==> config.mk <==
export PLATFORM = sky130hd
export DESIGN_NAME = div_unit_flat
export DESIGN_NICKNAME = d
export VERILOG_FILES = /design/src/rtl/div_pkg.sv /design/src/rtl/div_if.sv /design/src/rtl/div_unit.sv /design/src/flat_wrapper.sv
export SDC_FILE = /design/constraint.sdc
export NUM_CORES = 1
export LEC_CHECK = 0
export ABC_AREA = 1
export CORE_ASPECT_RATIO = 1.4
export CORE_UTILIZATION = 30
export DETAILED_ROUTE_END_ITERATION = 10
export SYNTH_ARGS = -nofsm -noshare
export SYNTH_HDL_FRONTEND = slang
export SYNTH_SLANG_ARGS = --single-unit
==> constraint.sdc <==
create_clock -name clk -period 6.5 [get_ports clk]
set_input_delay 1.95 -clock clk [delete_from_list [all_inputs] [get_ports clk]]
set_output_delay 1.95 -clock clk [all_outputs]
set_load 0.005 [all_outputs]
==> src/rtl/div_pkg.sv <==
`default_nettype none
// ============================================================================
// Module   : div_pkg
// Desc     : Shared types and constants for the iterative integer divider.
// Revision : 1.0 - initial release
// ============================================================================
package div_pkg;

    localparam int          DIV_W      = 32;
    localparam int          DIV_ITER   = 32;
    localparam logic [31:0] DIV_ZERO_Q = 32'hFFFFFFFF;

    typedef enum logic [1:0] {
        IDLE = 2'd0,
        BUSY = 2'd1,
        DONE = 2'd2
    } divState_t;

    // Magnitude of a two's complement operand; 0x80000000 maps to itself,
    // which is the correct unsigned magnitude.
    function automatic logic [DIV_W-1:0] absVal(input logic [DIV_W-1:0] v);
        return v[DIV_W-1] ? (~v + 1'b1) : v;
    endfunction

endpackage
`default_nettype wire

==> src/rtl/div_if.sv <==
`default_nettype none
// ============================================================================
// Module   : div_if
// Desc     : Pipeline-side request/response bundle of the divider.
// Revision : 1.0 - initial release
// ============================================================================
interface div_if;

    logic        start;
    logic        signed_div;
    logic [31:0] a;
    logic [31:0] b;
    logic        annul;
    logic        hold;
    logic        stall_div;
    logic        ready;
    logic [63:0] result;

    // Pipeline (request side)
    modport master (
        output start, signed_div, a, b, annul, hold,
        input  stall_div, ready, result
    );

    // Divider
    modport slave (
        input  start, signed_div, a, b, annul, hold,
        output stall_div, ready, result
    );

endinterface
`default_nettype wire

==> src/rtl/div_unit.sv <==
`default_nettype none
// ============================================================================
// Module   : div_unit
// Desc     : Radix-2 restoring divider for DIV/DIVU, one quotient bit per
//            cycle. Result is {remainder, quotient} for HI/LO.
// Revision : 1.0 - initial release
// ============================================================================
module div_unit
    import div_pkg::*;
(
    input  wire logic clk,
    input  wire logic rst,
    div_if.slave      bus
);

    divState_t          r_state;
    divState_t          w_nextState;
    logic [5:0]         r_count;
    logic [DIV_W-1:0]   r_divisor;
    logic [2*DIV_W-1:0] r_acc;       // {partial remainder, dividend/quotient}
    logic               r_negQ;
    logic               r_negR;
    logic               r_divZero;
    logic               r_consumed;  // instruction already finished, wait for start to drop
    logic [2*DIV_W-1:0] r_result;

    logic               w_accept;
    logic               w_lastIter;
    logic [DIV_W+1:0]   w_diff;
    logic               w_fits;
    logic [2*DIV_W-1:0] w_accNext;
    logic [DIV_W-1:0]   w_quoFin;
    logic [DIV_W-1:0]   w_remFin;

    assign w_accept   = (r_state == IDLE) & bus.start & ~bus.annul & ~r_consumed;
    assign w_lastIter = (r_count == 6'(DIV_ITER - 1));

    // Trial subtraction of divisor from {remainder, next dividend bit}; the
    // top bit is the borrow.
    assign w_diff    = {1'b0, r_acc[2*DIV_W-1:DIV_W-1]} - {2'b00, r_divisor};
    assign w_fits    = ~w_diff[DIV_W+1];
    assign w_accNext = w_fits ? {w_diff[DIV_W-1:0], r_acc[DIV_W-2:0], 1'b1}
                              : {r_acc[2*DIV_W-2:0], 1'b0};

    // Sign fixup of the final iteration's outcome. With a zero divisor the
    // remainder already equals |a| and the sign fix restores a itself.
    assign w_quoFin = r_divZero ? DIV_ZERO_Q
                    : (r_negQ ? -w_accNext[DIV_W-1:0] : w_accNext[DIV_W-1:0]);
    assign w_remFin = r_negR ? -w_accNext[2*DIV_W-1:DIV_W] : w_accNext[2*DIV_W-1:DIV_W];

    // State register
    always_ff @(posedge clk or posedge rst) begin
        if (rst) r_state <= IDLE;
        else     r_state <= w_nextState;
    end

    // Next-state logic; annul overrides every transition
    always_comb begin
        w_nextState = r_state;
        case (r_state)
            IDLE:    if (w_accept)    w_nextState = BUSY;
            BUSY:    if (w_lastIter)  w_nextState = DONE;
            DONE:    if (!bus.hold)   w_nextState = IDLE;
            default:                  w_nextState = IDLE;
        endcase
        if (bus.annul) w_nextState = IDLE;
    end

    // Operand capture, iteration datapath and result register
    always_ff @(posedge clk or posedge rst) begin
        if (rst) begin
            r_count   <= '0;
            r_divisor <= '0;
            r_acc     <= '0;
            r_negQ    <= 1'b0;
            r_negR    <= 1'b0;
            r_divZero <= 1'b0;
            r_result  <= '0;
        end else if (w_accept) begin
            r_count   <= '0;
            r_divisor <= bus.signed_div ? absVal(bus.b) : bus.b;
            r_acc     <= {{DIV_W{1'b0}}, (bus.signed_div ? absVal(bus.a) : bus.a)};
            r_negQ    <= bus.signed_div & (bus.a[DIV_W-1] ^ bus.b[DIV_W-1]);
            r_negR    <= bus.signed_div & bus.a[DIV_W-1];
            r_divZero <= (bus.b == '0);
        end else if ((r_state == BUSY) && !bus.annul) begin
            r_acc   <= w_accNext;
            r_count <= r_count + 6'd1;
            if (w_lastIter) r_result <= {w_remFin, w_quoFin};
        end
    end

    // Block a second run for the same instruction while start stays high
    always_ff @(posedge clk or posedge rst) begin
        if (rst)                    r_consumed <= 1'b0;
        else if (r_state == DONE)   r_consumed <= bus.start;
        else if (!bus.start)        r_consumed <= 1'b0;
    end

    // A consumed start does not stall, otherwise the pipeline would freeze
    // with the finished instruction stuck in E.
    assign bus.stall_div = ~bus.annul &
                           (((r_state == IDLE) & bus.start & ~r_consumed) | (r_state == BUSY));
    assign bus.ready     = (r_state == DONE) & ~bus.annul;
    assign bus.result    = r_result;

endmodule
`default_nettype wire

==> src/flat_wrapper.sv <==
// flat-port wrapper written by rule: the top's interface ports become plain ports
module div_unit_flat import div_pkg::*;
  (clk, rst, bus_start, bus_signed_div, bus_a, bus_b, bus_annul, bus_hold, bus_stall_div, bus_ready, bus_result);
  div_if bus_i ();
  input  wire logic clk;
  input  wire logic rst;
  input wire logic [$bits(bus_i.start)-1:0] bus_start;
  input wire logic [$bits(bus_i.signed_div)-1:0] bus_signed_div;
  input wire logic [$bits(bus_i.a)-1:0] bus_a;
  input wire logic [$bits(bus_i.b)-1:0] bus_b;
  input wire logic [$bits(bus_i.annul)-1:0] bus_annul;
  input wire logic [$bits(bus_i.hold)-1:0] bus_hold;
  output wire logic [$bits(bus_i.stall_div)-1:0] bus_stall_div;
  output wire logic [$bits(bus_i.ready)-1:0] bus_ready;
  output wire logic [$bits(bus_i.result)-1:0] bus_result;
  assign bus_i.start = bus_start;
  assign bus_i.signed_div = bus_signed_div;
  assign bus_i.a = bus_a;
  assign bus_i.b = bus_b;
  assign bus_i.annul = bus_annul;
  assign bus_i.hold = bus_hold;
  assign bus_stall_div = bus_i.stall_div;
  assign bus_ready = bus_i.ready;
  assign bus_result = bus_i.result;
  div_unit u_core (.clk(clk), .rst(rst), .bus(bus_i));
endmodule
[Word-level counts from Yosys, hierarchy flattened]
Index checks and enable logic that the tools add are counted.
Operators by class
  mux-type cells: 19
  reduce and logical (&&, ||, !) cells: 7
  $add $sub $neg: 6
  equality and inequality tests: 7
  bitwise logic cells: 15
Operators with widths (count)
  $mux W32: 7
  $mux W64: 3
  $add A32 B1 Y32 const B: 2
  $neg A32 Y32: 2
  $not A32 Y32: 2
  $sub A33 B32 Y34: 1
  $logic_not A32 Y1: 1
  $mux W6: 2
  $and A1 B1 Y1: 8
  $mux W2: 4
  $add A6 B1 Y6 const B: 1
  $eq A6 B5 Y1 const B: 1
  $ne A3 B2 Y1 const B: 2
  $pmux W2 S3: 1
  $reduce_and A3 Y1: 2
  $ne A3 B3 Y1 const B: 1
  $not A1 Y1: 3
  $eq A2 B1 Y1 const B: 1
  $eq A2 B2 Y1 const B: 1
  $logic_not A2 Y1: 1
  $mux W1: 2
  $ne A2 B1 Y1 const B: 1
  $reduce_bool A2 Y1: 1
  $logic_and A1 B1 Y1: 1
  other kinds (3): 3
Word-level totals
  logic and storage cells: 63
  bits in registers: 172

[Depth between registers and ports, before layout]
  word-level depth: 7
  gate-level depth with buffers: 31
  depth with buffers taken out: 30

[Least setup slack after synthesis]
Ideal clock, no wire load.
  kind: input to output
  start: input bus_annul
  end: output bus_stall_div
  cell stages on the path: 6
  required time: 4.550 ns
  data arrival time: 2.846 ns
  buffers on the path: 1
  setup slack: 1.704 ns
  cell sequence: nor3_1 > nand3_1 > clkinv_1 > nor2_1 > inv_1 > clkbuf_1
On the way
  cells in the longest elaborated chain, start to end: 2
RTL lines
  from (decl): RTL line flat_wrapper.sv:11  | input wire logic [$bits(bus_i.annul)-1:0] bus_annul;
  $not A1 Y1: RTL line div_unit.sv:102  | assign bus.stall_div = ~bus.annul &
  $and A1 B1 Y1: RTL line div_unit.sv:102
  to (decl): RTL line flat_wrapper.sv:13  | output wire logic [$bits(bus_i.stall_div)-1:0] bus_stall_div;
No other way between the ends.

[Worst setup path in the final report]
Ends and elaborated chain as after synthesis.

==> metrics.md <==
| Metric | Value |
|---|---|
| Cell Rows | 89 |
| Hold slack | 0.484 ns |
| Synth Area in Compound Gates | 12.5% |
| Detail Route Antenna Nets | 0 |
| Synth Area in Simple Gates | 35.3% |
| First-pass GRT wire length | 68.9 mm |
| Hold Fails Final Rpt | 0 |
| Final WS setup | 0.929 ns |
| CP Buf/Inv Count | 5 |
| Max cap viols | 0 |
| R2r setup slk | 1.70 ns |
| CP endpoint kind | output port |
| # DRC | 0 |
| Slew Limit Fails | 0 |
| Vias in the first global route | 12700 |
| Asr flop ratio synth | 100% |
| Multiplexer share of the synthesized area | 0% |
| CTS resizes | 0 |
| Hold buffers post-CTS | 0 |
| Worst Skew | 0.0164 ns |
| Max H-tree Level | 4 |
| Final Total Pwr | 6910 uW |
| RePlAce Congestion | 0.928 |
| Setup TNS | 0 ns |
| Synth top area cells | dfrtp_1 33%, nand2_1 16%, inv_1 8.0% |
| Clock transition at the registers of the reported paths | 0.07 ns |
| Largest net degree at the start of global routing | 80 |
| ANT cells | 0 |
| Fraction of layout cells with a size suffix above 1 | 7.18% |
| Clk_lat worst skew | 0.46 ns |
| Area delta synth->final | 19.5% |
| Post-synth EDFFs | 0 |
| Synth warn | 0 |
| Arrival @ worst endpoint | 3.62 ns |
| Post-CTS Setup Bufs | 0 |
| Final setup violation count | 0 |
| Width of the die | 177 um |
| Hold WC Path Type | reg -> reg |
| Sequential share of the synthesized area | 33.4% |
| Data required, critical path | 4.55 ns |
| Netlist cell types | 55 |
| DR iter-0 viols | 850 |
| DR WL/cell | 17.3 um |
| Post-synth top area cell | dfrtp_1 |
| Core ar. | 42200 um^2 |
| Die height | 247 um |
| CTS tree | done |
| DIE AREA | 43800 um^2 |
| Half-perimeter wire length after placement | 35.4 mm |
| Status | complete, no violations |
| Largest delay share family, worst path | buffers and inverters |
| Routed Wire Length | 44.8 mm |
| Starting Density | 30.5% |
| CP Launch Type | primary input |
| Syn Inst Count | 1927 |
| Fin nets | 2143 |
| CP Cell Sequence | clkdlybuf4s50_1, nor3_1, nand3_2, clkinv_1, nor2_1, buf_4, inv_1, clkdlybuf4s50_1 |
| Area of the mapped netlist | 12900 um^2 |
| Area share of the largest cell type after synthesis | 33.4% |
| Largest driver fanout on the critical path | 3 |
| CP peak stage delay | 0.50 ns |
| Num CTS Buffers | 17 |
| Final cycle utilization of the critical path | 85.7% |
| Slew margin rel. | 34.3% |
| Post-synthesis xor/xnor area fraction | 4.21% |
| Power per cell area | 449 nW/um^2 |
| Ports | 136 |
| Peak supply drop | 0.000243 V |
| Dominant synthesized flop cell | dfrtp_1 |
| Clk sink count | 172 |
| Initial antenna violation count | 1 |
| F_max | 180 MHz |
| GRT Residual Overflow | 0 |
| Clock root cell | clkbuf_16 |
| DRT Pass-1 Iters | 6 |
| CTS max path bufs | 2 |
| Combinational family with the most area after synthesis | simple AND/OR/NAND/NOR gates |
| Crit-path most repeated cell | clkdlybuf4s50_1 |
| Routed vias/inst | 4.99 |
| Kind of critical path | in -> out |
| Via count | 12900 |
| Final Critical Period | 5.57 ns |
| Syn_area_per_cell | 6.69 um^2 |
| Leakage dissipation | 0.00758 uW |
| Total track usage | 20.9% |
| Synth Area in Adders | 3.75% |
| Worst Tran Pin Value | 0.982 ns |
| Syn nets | 2035 |
| Critical path's slowest cell | clkdlybuf4s50_1 |
| Seq cells post-synth | 172 |
| RSZ-0062 raised after global routing | no |
| IO Port Bufs | 135 |
| Dpl ws | 0.924 ns |
-- final timing paths --
kind	start	end	cells past startpoint
worst max register to register	u_core.r_acc[59]	u_core.bus.result[26]	25
min in group asynchronous	rst	u_core.bus.result[20]	2
max in group asynchronous	rst	u_core.r_divisor[5]	3
worst max-delay path	bus_annul	bus_stall_div	8
worst min-delay path	u_core.bus.result[55]	u_core.bus.result[55]	2
worst min register to register	u_core.bus.result[55]	u_core.bus.result[55]	2
-- cell families (layout without fill, tap and decap cells) --
logic type / count (synthesis) / in the layout
xor gates and xnor gates: 62 / 62
and+or+nand+nor: 1026 / 1026
buffers and inverters: 354 / 475
adders and majority gates: 38 / 38
AOI/OAI and AO/OA: 275 / 275
DFF: 172 / 172
-- metal layers --
metal	global-route usage, %	part of all wire [%]
met3	2.64	3.4
met1	20.9	36
met5	0	0.029
met4	14.1	6.6
met2	39.7	54
-- power by group --
group / internal, uW / leakage [uW] / switching [uW]
registers: 1270 / 0.00218 / 242
clock network: 621 / 0.000307 / 499
logic: 1330 / 0.00509 / 2950
total: 3220 / 0.00758 / 3690
-- area by class of cell --
cell class	count	area [um^2]
clock inverter	14	195
inverter	294	1110
clock buffer	18	429
sequential	172	4300
multi-input combinational	1401	7190
fill	4541	26800
timing repair buffer	149	1480
tap	546	683
-- flip-flops by register name, summed over array words and instances, names as in the netlist --
register and cells:
u_core.r_divZero 1, u_core.r_consumed 1, u_core.r_count 6, u_core.r_negR 1, u_core.bus.result 64, u_core.r_divisor 32
u_core.r_acc 64, u_core.r_negQ 1, u_core.r_state 2
-- worst register-to-register path: cells and delay by family (launching register included) --
kind / cells / cell delay [ns]
flip-flops: 1 / 0.43
AND/OR/NAND/NOR: 13 / 2.22
adder cells (fa/ha/maj): 2 / 0.62
AO/OA/AOI/OAI: 4 / 0.54
buffers and inverters: 5 / 0.71
XOR/XNOR: 1 / 0.16
-- stage by stage --
step | instance area [um^2] | utilization [%] | cells
after floorplan | 12900 | - | 1927
after global placement | 14800 | 35.0 | 2562
final | 15400 | 36.5 | 2594
after global routing | 15400 | 36.5 | 2594
after detailed placement | 14800 | 35.0 | 2562
after CTS | 15400 | 36.5 | 2594
-- cell usage after synthesis (10+ instances only) --
cell type	instances
xor2_1	52
xnor2_1	10
dfrtp_1	172
o22ai_1	27
nand2_1	540
nand4_1	25
nand2_2	27
nand3_1	174
o221ai_1	19
clkbuf_1	40
inv_2	17
o21ai_0	111
nor2_2	13
o211ai_1	11
a21oi_1	59
a31oi_1	17
nor3_1	24
inv_1	274
nor2_1	166
ha_1	37
-- cell usage in the layout, fill, tap and decap left out, types with 25 or more instances in the layout --
cell / count
a21oi_1: 59
inv_1: 273
nor2_1: 165
dfrtp_1: 172
nand2_1: 540
xor2_1: 52
nand3_1: 173
o21ai_0: 111
ha_1: 37
nand2_2: 27
nand4_1: 25
clkdlybuf4s50_1: 135
o22ai_1: 27
No activity file was read; power rests on OpenSTA's default activity.
